**config.mk**
```make
export PLATFORM = sky130hd
export DESIGN_NAME = branch_predictor_bht_flat
export DESIGN_NICKNAME = d
export VERILOG_FILES = /design/src/rtl/branch_predictor_bht_if.sv /design/src/rtl/branch_predictor_bht.sv /design/src/flat_wrapper.sv
export SDC_FILE = /design/constraint.sdc
export NUM_CORES = 1
export LEC_CHECK = 0
export BUFFER_PORTS_ARGS = -buffer_cell sky130_fd_sc_hd__buf_2
export CORE_MARGIN = 5
export CORE_UTILIZATION = 45
export DETAILED_ROUTE_END_ITERATION = 10
export GPL_TIMING_DRIVEN = 0
export PLACE_DENSITY = 0.65
export REMOVE_ABC_BUFFERS = 1
export SLEW_MARGIN = 40
export SYNTH_ARGS = -nofsm -noshare
export SYNTH_HDL_FRONTEND = slang
export SYNTH_SLANG_ARGS = --single-unit
```
**constraint.sdc**
```tcl
create_clock -name clk -period 5.3 [get_ports clk]
set_input_delay 0 -clock clk [delete_from_list [all_inputs] [get_ports clk]]
set_output_delay 0 -clock clk [all_outputs]
set_load 0.01 [all_outputs]
```
**src/rtl/branch_predictor_bht_if.sv**
```systemverilog
// branch_predictor_bht_if: fetch/execute branch signals between the pipeline and the BHT predictor
interface branch_predictor_bht_if #(parameter int AWIDTH = 32);
  logic [AWIDTH-1:0] pc_f;
  logic Br_f, Br_x, BrTrue, stall, flush;
  logic BrPred_f, BrPred_x, mispredict_x;
  modport master(output pc_f, Br_f, Br_x, BrTrue, stall, flush, input BrPred_f, BrPred_x, mispredict_x);
  modport slave(input pc_f, Br_f, Br_x, BrTrue, stall, flush, output BrPred_f, BrPred_x, mispredict_x);
endinterface

```
**src/rtl/branch_predictor_bht.sv**
```systemverilog
// branch_predictor_bht: 2-bit saturating-counter BHT with F->X pipe; BHT_BYPASS_EN forwards same-cycle updates to fetch
module branch_predictor_bht #(
  parameter int AWIDTH = 32,
  parameter int IDX_BITS = 6
) (
  input logic clk,
  input logic rst_n,
  branch_predictor_bht_if.slave bus
);
  localparam int DEPTH = 1 << IDX_BITS;
  logic [1:0] ctr [DEPTH];
  logic [1:0] ctr_x, ctr_nxt, ctr_rd;
  logic [IDX_BITS-1:0] idx_f, idx_x;
  logic valid_x, pred_x, upd;
  logic unused_pc;
  assign idx_f = bus.pc_f[IDX_BITS+1:2];
  assign unused_pc = ^{bus.pc_f[AWIDTH-1:IDX_BITS+2], bus.pc_f[1:0]};
  assign upd = bus.Br_x & valid_x & ~bus.stall;
  always_comb begin
    ctr_x = ctr[idx_x];
    ctr_nxt = bus.BrTrue ? (&ctr_x ? ctr_x : ctr_x + 2'd1) : (|ctr_x ? ctr_x - 2'd1 : ctr_x);
`ifdef BHT_BYPASS_EN
    ctr_rd = (upd && idx_f == idx_x) ? ctr_nxt : ctr[idx_f];
`else
    ctr_rd = ctr[idx_f];
`endif
  end
  assign bus.BrPred_f = bus.Br_f & ctr_rd[1];
  assign bus.BrPred_x = pred_x & valid_x;
  assign bus.mispredict_x = bus.Br_x & valid_x & (bus.BrTrue != bus.BrPred_x);
  always_ff @(posedge clk or negedge rst_n)
    if (!rst_n)
      for (int i = 0; i < DEPTH; i++) ctr[i] <= 2'b01;
    else if (upd)
      ctr[idx_x] <= ctr_nxt;
  // flush squashes only the fetch slot; idx_x is kept so it stays a don't-care
  always_ff @(posedge clk or negedge rst_n)
    if (!rst_n) begin
      valid_x <= 1'b0;
      pred_x <= 1'b0;
      idx_x <= '0;
    end else if (!bus.stall) begin
      valid_x <= bus.flush ? 1'b0 : bus.Br_f;
      pred_x <= bus.flush ? 1'b0 : bus.BrPred_f;
      idx_x <= bus.flush ? idx_x : idx_f;
    end
endmodule

```
**src/flat_wrapper.sv**
```systemverilog
// flat-port wrapper written by rule: the top's interface ports become plain ports
module branch_predictor_bht_flat 
#(
  parameter int AWIDTH = 32,
  parameter int IDX_BITS = 6
)
  (clk, rst_n, bus_pc_f, bus_Br_f, bus_Br_x, bus_BrTrue, bus_stall, bus_flush, bus_BrPred_f, bus_BrPred_x, bus_mispredict_x);
  branch_predictor_bht_if #(.AWIDTH(AWIDTH)) bus_i ();
  input logic clk;
  input logic rst_n;
  input wire logic [$bits(bus_i.pc_f)-1:0] bus_pc_f;
  input wire logic [$bits(bus_i.Br_f)-1:0] bus_Br_f;
  input wire logic [$bits(bus_i.Br_x)-1:0] bus_Br_x;
  input wire logic [$bits(bus_i.BrTrue)-1:0] bus_BrTrue;
  input wire logic [$bits(bus_i.stall)-1:0] bus_stall;
  input wire logic [$bits(bus_i.flush)-1:0] bus_flush;
  output wire logic [$bits(bus_i.BrPred_f)-1:0] bus_BrPred_f;
  output wire logic [$bits(bus_i.BrPred_x)-1:0] bus_BrPred_x;
  output wire logic [$bits(bus_i.mispredict_x)-1:0] bus_mispredict_x;
  assign bus_i.pc_f = bus_pc_f;
  assign bus_i.Br_f = bus_Br_f;
  assign bus_i.Br_x = bus_Br_x;
  assign bus_i.BrTrue = bus_BrTrue;
  assign bus_i.stall = bus_stall;
  assign bus_i.flush = bus_flush;
  assign bus_BrPred_f = bus_i.BrPred_f;
  assign bus_BrPred_x = bus_i.BrPred_x;
  assign bus_mispredict_x = bus_i.mispredict_x;
  branch_predictor_bht #(.AWIDTH(AWIDTH), .IDX_BITS(IDX_BITS)) u_core (.clk(clk), .rst_n(rst_n), .bus(bus_i));
endmodule
```
Yosys cells after proc, flatten, opt, wreduce, memory -nomap -nowiden
Index checks and enable logic that the tools add are counted.
{"block": "word_totals", "ff_bits": 136, "inputBits": 39}
{"block": "op_classes", "add_sub_neg": 2, "n_lt_le_gt_ge": 3, "n_eq_ne": 1, "n_mux": 14, "bitwise_logic": 9, "n_reduce_logical": 4}
{"operator": "128-bit bitwise mux", "n": 1}
{"operator": "2-bit binary-select mux with 6-bit select", "n": 2}
{"operator": "2-bit 2-to-1 mux", "n": 8}
{"operator": "7-bit >= comparator, second input constant", "n": 2}
{"operator": "6-bit inverter with 7-bit output", "n": 2}
{"operator": "2-bit demux with 6-bit select", "n": 1}
{"operator": "7-bit by 1-bit less-than comparator with 1-bit output, second input constant", "n": 1}
{"operator": "1-bit bitwise AND", "n": 5}
{"operator": "2-bit AND reduction", "n": 2}
{"operator": "2-bit by 1-bit adder with 2-bit output, second input constant", "n": 1}
{"operator": "1-bit 2-to-1 mux", "n": 2}
{"operator": "1-bit inverter", "n": 2}
{"operator": "2-bit OR reduction", "n": 1}
{"operator": "2-bit by 1-bit subtractor with 2-bit output, second input constant", "n": 1}
{"operator": "1-bit logical AND", "n": 1}
{"operator": "1-bit != test", "n": 1}

Longest topological paths before layout
Gate-level depths: netlist of run 1.
{"block": "logic_depth", "ltp_word": 8, "depth_mapped": 12}

Worst setup path after synthesis of run 1
Ideal clock, no wire load.
{"block": "synth_path", "path_kind": "reg2reg", "startpoint": "register u_core.idx_x[2]", "endpoint": "register u_core.ctr[95] in the netlist's numbering", "setup_time_ps": 126, "t_arrival_ps": 2464, "required_time_ps": 5174, "setup_slack_ps": 2710, "path_stages_with_launch": 12, "synth_period_minus_slack_ps": 2590, "path_cell_list": "dfrtp_1 -> buf_6 -> and2_1 -> buf_2 -> a221oi_2 -> nor3_1 -> or4_1 -> or3_1 -> buf_6 -> buf_6 -> a211oi_2 -> nor3_1"}
{"block": "synth_between", "elab_chain_len": 8, "word_cells_on_any_way": 17}
{"element": "start, declared", "line_no": "branch_predictor_bht.sv:13", "text": "logic [IDX_BITS-1:0] idx_f, idx_x;"}
{"element": "start signal, assigned", "line_no": "branch_predictor_bht.sv:45", "text": "idx_x <= bus.flush ? idx_x : idx_f;"}
{"element": "6-bit inverter with 7-bit output (implied by the code) (*)", "line_no": "branch_predictor_bht.sv:20, branch_predictor_bht.sv:35"}
{"element": "2-bit binary-select mux with 6-bit select", "line_no": "branch_predictor_bht.sv:20", "text": "ctr_x = ctr[idx_x];"}
{"element": "2-bit 2-to-1 mux (implied by the code) (2 in series)", "line_no": "branch_predictor_bht.sv:20"}
{"element": "2-bit by 1-bit subtractor with 2-bit output, or another cell as far along", "line_no": "branch_predictor_bht.sv:21", "text": "ctr_nxt = bus.BrTrue ? (&ctr_x ? ctr_x : ctr_x + 2'd1) : (|ctr_x ? ctr_x - 2'd1 : ctr_x);"}
{"element": "2-bit 2-to-1 mux (2 in series)", "line_no": "branch_predictor_bht.sv:21"}
{"element": "128-bit bitwise mux (*)", "line_no": "branch_predictor_bht.sv:35", "text": "ctr[idx_x] <= ctr_nxt;"}
{"element": "end signal, assigned by index", "line_no": "branch_predictor_bht.sv:35"}
{"element": "end, declared", "line_no": "branch_predictor_bht.sv:11", "text": "logic [1:0] ctr [DEPTH];"}
Mark *: on every way between the ends. The rest lies on a longest branch, timed or not. The select of a mux whose other input is x is not followed.
A chain may end at the register's enable or synchronous reset.

Worst setup path in the final report of run 1
{"block": "layout_path", "startpoint": "register u_core.idx_x[1]", "endpoint": "register u_core.ctr[108] in the netlist's numbering"}
Same word-level chain as after synthesis.

==> summary.txt, run 1 <==
Outcome
  • Outcome: finished clean

Hold path
  • Worst hold stages: 2
  • Worst Hold Class: in -> reg

Clock network
  • Worst-path clk slew: 0.06 ns
  • CTS max path bufs: 2
  • Clk sinks: 136
  • Clock Tree Root: clkbuf_16
  • CTS tree: done
  • H-tree depth: 4
  • Clock Latency Late Sink: 0.43 ns
  • Post-cts hold buffer count: 7
  • PostCTS Resize Cnt: 0
  • CTS buffer count: 17
  • Post-CTS Setup Bufs: 0

Power
  • P_int: 2.16 mW
  • Net Sw Power: 1.03 mW
  • Cell Pwr Density: 314 nW/um^2
  • Clock power share: 37.7%
  • Register share of total power: 38.6%
  • Sw Share: 32.3%
  • Combinational share of power: 23.7%
  • Worst vdd ir: 0.180 mV
  • Static Leak: 3.70 nW

Layout
  • Final-stage net count: 933
  • Synth-to-Final Area Change: 14.2%
  • Ant. Diodes: 0
  • Design area: 10100 sq um
  • Final Instance Count excl. Fillers: 1172
  • Share of cells above drive strength 1: 32.3%

Setup path
  • Critical path arrival: 4.26 ns
  • CP Launch Type: register
  • Worst Reg2Reg Path Length in Cells: 11
  • Critical path type: reg -> reg
  • CP max stage delay: 0.59 ns
  • Crit path cell chain: buf_12 > and2_1 > a22oi_1 > o22ai_1 > or3_4 > nor4_4 > a31oi_4 > buf_16 > buf_8 > buf_16 > o31ai_2
  • Most used cell, CP: buf_16
  • CP Depth: 11
  • Worst path bufs/invs: 4
  • CP max stage cell: dfrtp_4
  • Max Fanout on Critical Path: 35
  • Largest delay share family, worst path: simple AND/OR/NAND/NOR gates
  • Data required, critical path: 5.64 ns
  • Crit end category: register

Timing
  • RSZ-0062 raised after global routing: no
  • # setup viols final: 0
  • Min Tclk post-route: 3.92 ns
  • FMAX: 255 MHz
  • Final Cycle Share: 74.0%
  • Setup Skew: 0.0116 ns
  • Fin. max-slew vios: 0
  • Setup TNS: 0 ns
  • Fin. Hold Viols: 0
  • Worst slew pin tran: 0.873 ns
  • Slew HR: 41.5%
  • Final setup margin: 1.38 ns

Place
  • Post-place setup slack: 1.46 ns
  • Hpwl dp: 17600 um
  • Routability cong.: 0.874
  • Placed Area: 9470 sq um
  • Cells after DPL: 1133
  • Port Buffers: 15

Synthesis
  • Yosys warning total: 0
  • Yosys reg bits: 136
  • Most used DFF post-synth: dfrtp_1
  • Share of Yosys cell area claimed by the top area cell type: 20.3%
  • Synthesized instance count: 906
  • Ys async rst share: 100%
  • Synth unique cells: 63
  • Synth area leaders: dfrtp_1, dfstp_2, o31ai_2
  • Post-synth top area cell: dfrtp_1
  • Mean area per synthesized cell: 9.80 sq um
  • Post-synthesis sequential area ratio: 39.2%
  • Number of synthesized flops with an enable pin: 0
  • Synth Cell Area: 8880 sq um

Global route
  • Number of global-route vias before repair: 7188
  • Total GRT Usage: 24.3%
  • Initial antenna violation count: 0
  • First-pass GRT wire length: 42500 um
  • Largest net degree at the start of global routing: 77
  • Grt total ovfl: 0

Floorplanning
  • Core Area: 19500 sq um
  • Die X: 150 um
  • Num ports: 42
  • Die area: 22600 sq um
  • Initial Util: 45.6%
  • Height of the die: 150 um
  • Row cnt: 51

Drt
  • DR vias/cell: 6.46
  • Detailed-router iteration count before antenna repair: 5
  • ANT nets after route: 0
  • Total Wirelength: 26800 um
  • Detailed Route Iter0 Violations: 783
  • Vias: 7573
  • Avg WL per Cell: 22.8 um
  • DR DRC count: 0

Job
  • Max cap viols: 0
==> power by group through the flow <==
stage	logic, mW	clock network, mW	registers (mW)
after CTS	0.746	1.21	1.23
after floorplan	0.370	0	1.21
after global routing	0.799	1.26	1.24
final	0.755	1.20	1.23
after detailed placement	0.740	0	1.24
after global placement	0.563	0	1.25
==> final timing paths <==
path                            slack (ns)                         from                           to
worst max-delay path                  1.38  u_core.idx_x[1]$_DFFE_PN0P_  u_core.ctr[108]$_DFFE_PN1P_
worst min-delay path                 0.005                  bus_pc_f[5]  u_core.idx_x[3]$_DFFE_PN0P_
worst max register to register        1.38  u_core.idx_x[1]$_DFFE_PN0P_  u_core.ctr[108]$_DFFE_PN1P_
worst min register to register        0.47   u_core.ctr[76]$_DFFE_PN1P_   u_core.ctr[76]$_DFFE_PN1P_
max in group asynchronous             4.40                        rst_n   u_core.ctr[36]$_DFFE_PN1P_
min in group asynchronous             0.11                        rst_n    u_core.ctr[9]$_DFFE_PN0P_
==> Yosys cell counts (all sizes together) (2+ instances only) <==
master / number
dfrtp: 72
nand3b: 7
nand3: 12
o211ai: 4
mux2: 18
nand2: 142
nor3: 92
and3b: 3
clkbuf: 34
a22oi: 19
o22ai: 5
o211a: 3
a22o: 8
nand2b: 23
or3: 7
dfstp: 64
nor2: 37
nor3b: 5
nand4: 2
nor2b: 6
mux2i: 9
a31oi: 4
a21oi: 49
a32oi: 2
mux4: 23
o21ai: 4
buf: 58
a221oi: 10
nand4b: 2
or3b: 5
a21o: 2
nor4: 2
inv: 2
and2: 4
a211oi: 68
o31ai: 85
==> worst register-to-register path: stages (launching register included) <==
cell     delay (ns)
dfrtp_4        0.59
buf_12         0.23
and2_1         0.46
a22oi_1        0.37
o22ai_1        0.19
or3_4          0.43
nor4_4         0.43
a31oi_4        0.30
buf_16         0.26
buf_8          0.16
buf_16         0.16
o31ai_2        0.25
==> routing by layer <==
metal,vias to the layer above,routed length [um],global-route usage [%]
met3,75,2300,6.71
li1,3422,-,-
met2,366,12200,36.9
met4,0,954,9.33
met5,-,0,0
met1,3710,11300,33.2
==> sequential cells by signal, summed over array words and instances, names as in the netlist <==
register	flops
u_core.valid_x	1
u_core.pred_x	1
u_core.ctr	128
u_core.idx_x	6
==> cells by family (layout without fill, tap and decap cells) <==
| logic type | after synthesis | in the layout | share of synthesized area (%) |
|---|---|---|---|
| xor+xnor | 1 | 1 | 0.0987 |
| flops | 136 | 136 | 39.2 |
| mux | 50 | 50 | 9.13 |
| buf+inv | 94 | 95 | 5.79 |
| compound gates | 272 | 272 | 26.5 |
| simple gates | 353 | 353 | 19.3 |
==> placed cells by master, fill, tap and decap left out, drive strengths merged, types with 5 or more instances in the layout <==
| cell | synthesis | layout |
|---|---|---|
| o31ai | 85 | 85 |
| dfstp | 64 | 64 |
| buf | 58 | 54 |
| a221oi | 10 | 10 |
| dfrtp | 72 | 72 |
| a22oi | 19 | 19 |
| nand3b | 7 | 7 |
| or3 | 7 | 7 |
| nand2b | 23 | 23 |
| nor3 | 92 | 92 |
| o22ai | 5 | 5 |
| mux4 | 23 | 23 |
| a21oi | 49 | 49 |
| a211oi | 68 | 68 |
| clkbuf | 34 | 25 |
| mux2 | 18 | 18 |
| mux2i | 9 | 9 |
| nand2 | 142 | 142 |
| nor2 | 37 | 37 |
| or3b | 5 | 5 |
| nor2b | 6 | 6 |
| a22o | 8 | 8 |
| nand3 | 12 | 12 |
| dlygate4sd3 | 0 | 7 |
| nor3b | 5 | 5 |
==> per-stage QoR <==
| stage | util, % | hold WS, ns | total power [mW] |
|---|---|---|---|
| after CTS | 52.0 | 0.000693 | 3.18 |
| final | 52.1 | 0.00534 | 3.19 |
| after floorplan | - | -0.296 | 1.58 |
| after detailed placement | 48.6 | -0.0124 | 1.98 |
| after global placement | 45.1 | 0.278 | 1.82 |
| after global routing | 52.1 | 0.0317 | 3.30 |
==> layout make-up <==
type	instances	area (sq um)
fill	1729	9330
multi-input combinational	676	4980
sequential	136	3490
timing repair buffer	61	738
clock buffer	25	495
tap	265	332
clock inverter	7	91.3
inverter	2	7.51
No activity file was read; power rests on OpenSTA's default activity.
==> run 2: changes to the inputs <==
==> constraint.sdc (replaced) <==
create_clock -name clk -period 3.7 [get_ports clk]
set_input_delay 0 -clock clk [delete_from_list [all_inputs] [get_ports clk]]
set_output_delay 0 -clock clk [all_outputs]
set_load 0.01 [all_outputs]
==> summary.txt, run 2 (synthesis gave the netlist of run 1 again) <==
Global route
  • Total GRT Usage: 24.4% (was 24.3%)
  • Largest net degree at the start of global routing: 77 (unchanged)
  • Number of global-route vias before repair: 7248 (was 7188)
  • Grt total ovfl: 0 (unchanged)
  • Initial antenna violation count: 0 (unchanged)
  • First-pass GRT wire length: 42600 um (was 42500 um)

Setup path
  • Worst Setup SP: u_core.idx_x[1]$_DFFE_PN0P_ (unchanged)
  • CP Launch Type: register (unchanged)
  • Data required, critical path: 4.03 ns (was 5.64 ns)
  • Critical path arrival: 3.92 ns (was 4.26 ns)
  • Max Fanout on Critical Path: 35 (unchanged)
  • Worst path bufs/invs: 4 (unchanged)
  • Critical path type: reg -> reg (unchanged)
  • RR Endpoint: u_core.ctr[108]$_DFFE_PN1P_ (unchanged)
  • Reg2reg start: u_core.idx_x[1]$_DFFE_PN0P_ (unchanged)
  • Worst reg2reg setup slack: 0.12 ns (was 1.38 ns)
  • Crit end category: register (unchanged)
  • CP max stage cell: dfrtp_4 (unchanged)
  • Largest delay share family, worst path: simple AND/OR/NAND/NOR gates (unchanged)
  • Worst Reg2Reg Path Length in Cells: 11 (unchanged)
  • CP max stage delay: 0.60 ns (was 0.59 ns)
  • Crit path cell chain: buf_12 > and2_2 > a22oi_1 > o22ai_1 > or3_4 > nor4_4 > a21oi_4 > buf_16 > buf_16 > buf_16 > o31ai_2 (was buf_12 > and2_1 > a22oi_1 > o22ai_1 > or3_4 > nor4_4 > a31oi_4 > buf_16 > buf_8 > buf_16 > o31ai_2)
  • Most used cell, CP: buf_16 (unchanged)
  • CP Depth: 11 (unchanged)
  • Crit path to: u_core.ctr[108]$_DFFE_PN1P_ (unchanged)

Floorplanning
  • Die area: 22600 sq um (unchanged)
  • Row cnt: 51 (unchanged)
  • Initial Util: 45.6% (unchanged)
  • Core Area: 19500 sq um (unchanged)
  • Height of the die: 150 um (unchanged)
  • Num ports: 42 (unchanged)
  • Die X: 150 um (unchanged)

Timing
  • Slew HR: 42.5% (was 41.5%)
  • Worst slew pin tran: 0.859 ns (was 0.873 ns)
  • Hold Worst Slack: 0.0227 ns (was 0.00534 ns)
  • Final setup margin: 0.117 ns (was 1.38 ns)
  • FMAX: 279 MHz (was 255 MHz)
  • Final Cycle Share: 96.9% (was 74.0%)
  • Min Tclk post-route: 3.58 ns (was 3.92 ns)
  • # setup viols final: 0 (unchanged)
  • Fin. max-slew vios: 0 (unchanged)
  • RSZ-0062 raised after global routing: no (unchanged)
  • Fin. Hold Viols: 0 (unchanged)
  • Setup Skew: 0.0102 ns (was 0.0116 ns)

Layout
  • Most frequent cells in the layout: nand2_1, nor3_1, dfrtp_1, dfstp_2, o31ai_2 (unchanged)
  • Synth-to-Final Area Change: 14.5% (was 14.2%)
  • Max reg flops: 128 (unchanged)
  • Commonest non-fill, non-tap cell in the layout: nand2_1 (unchanged)
  • Leading registers by flop count: u_core.ctr: 128 flops, u_core.idx_x: 6 flops (unchanged)
  • Design area: 10200 sq um (was 10100 sq um)
  • Final-stage net count: 935 (was 933)
  • Ant. Diodes: 0 (unchanged)
  • Fin util: 52.2% (was 52.1%)
  • Share of cells above drive strength 1: 32.6% (was 32.3%)
  • Biggest register: u_core.ctr (unchanged)

Place
  • Post-place setup slack: -0.143 ns (was 1.46 ns)
  • Port Buffers: 15 (unchanged)
  • Routability cong.: 0.874 (unchanged)
  • Hpwl dp: 17600 um (unchanged)
  • Placed Area: 9470 sq um (unchanged)

Outcome
  • Outcome: finished clean (unchanged)

Clock network
  • Clk sinks: 136 (unchanged)
  • CTS max path bufs: 2 (unchanged)
  • Worst-path clk slew: 0.06 ns (about the same)
  • CTS buffer count: 17 (unchanged)
  • CTS tree: done (unchanged)
  • Clock Latency Late Sink: 0.43 ns (about the same)
  • Clock Tree Root: clkbuf_16 (unchanged)
  • H-tree depth: 4 (unchanged)

Drt
  • ANT nets after route: 0 (unchanged)
  • Vias: 7586 (was 7573)
  • Detailed Route Iter0 Violations: 790 (was 783)
  • Total Wirelength: 26800 um (about the same)
  • DR vias/cell: 6.46 (about the same)
  • Detailed-router iteration count before antenna repair: 5 (unchanged)
  • Avg WL per Cell: 22.9 um (was 22.8 um)
  • DR DRC count: 0 (unchanged)

Power
  • Static Leak: 3.72 nW (was 3.70 nW)
  • Cell Pwr Density: 449 nW/um^2 (was 314 nW/um^2)
  • Worst vdd ir: 0.255 mV (was 0.180 mV)

Job
  • Max cap viols: 0 (unchanged)

Hold path
  • Worst Hold Class: in -> reg (unchanged)
run 2: through the flow:
| step | total power, mW | TNS, ns | std cells |
|---|---|---|---|
| 2_1_floorplan | 2.27 | -288.95 | 814 |
| 3_5_place_dp | 2.84 | -1.59 | 1133 |
| 5_1_grt | 4.73 | 0 | 1174 |
| 4_1_cts | 4.56 | 0 | 1174 |
| 3_3_place_gp | 2.60 | -739.33 | 1094 |
| 6_report | 4.56 | 0 | 1174 |
run 2: layout make-up:
| class | instances | area, sq um |
|---|---|---|
| inverter | 2 | 7.51 |
| timing repair buffer | 63 | 753 |
| sequential | 136 | 3490 |
| clock buffer | 25 | 495 |
| multi-input combinational | 676 | 4990 |
| tap | 265 | 332 |
| clock inverter | 7 | 91.3 |
| fill | 1724 | 9300 |
run 2: where the power goes:
| part | total [mW] | internal (mW) | switching, mW |
|---|---|---|---|
| Sequential | 1.76 | 1.62 | 0.146 |
| Clock | 1.71 | 1.06 | 0.648 |
| Combinational | 1.09 | 0.415 | 0.675 |
run 2: worst min path at each step:
stage | startpoint | end | slack [ns] | cells past startpoint
after floorplan | rst_n | u_core.ctr[101]$_DFFE_PN0P_ | -0.30 | 0
after global placement | bus_Br_f | u_core.valid_x$_DFFE_PN0N_ | 0.28 | 2
after detailed placement | rst_n | u_core.ctr[13]$_DFFE_PN0P_ | -0.01 | 1
after CTS | bus_pc_f[5] | u_core.idx_x[3]$_DFFE_PN0P_ | 0.0007 | 2
after global routing | bus_pc_f[5] | u_core.idx_x[3]$_DFFE_PN0P_ | 0.03 | 2
final | bus_pc_f[5] | u_core.idx_x[3]$_DFFE_PN0P_ | 0.02 | 2
run 2: metal layers:
metal	GRT usage (%)	part of all wire, %
met5	0	0
met4	9.79	3.6
met3	6.77	8.9
met2	37.0	45
met1	33.1	42
run 2: what timing repair did:
action / in CTS / in global routing
gates cloned: 0 / 0
buffers inserted: 2 / 0
hold endpoints to repair: 69 / 0
pin swaps: 1 / 1
resized for setup: 2 / 2
hold buffers: 7 / 0
setup endpoints to repair: 31 / 16
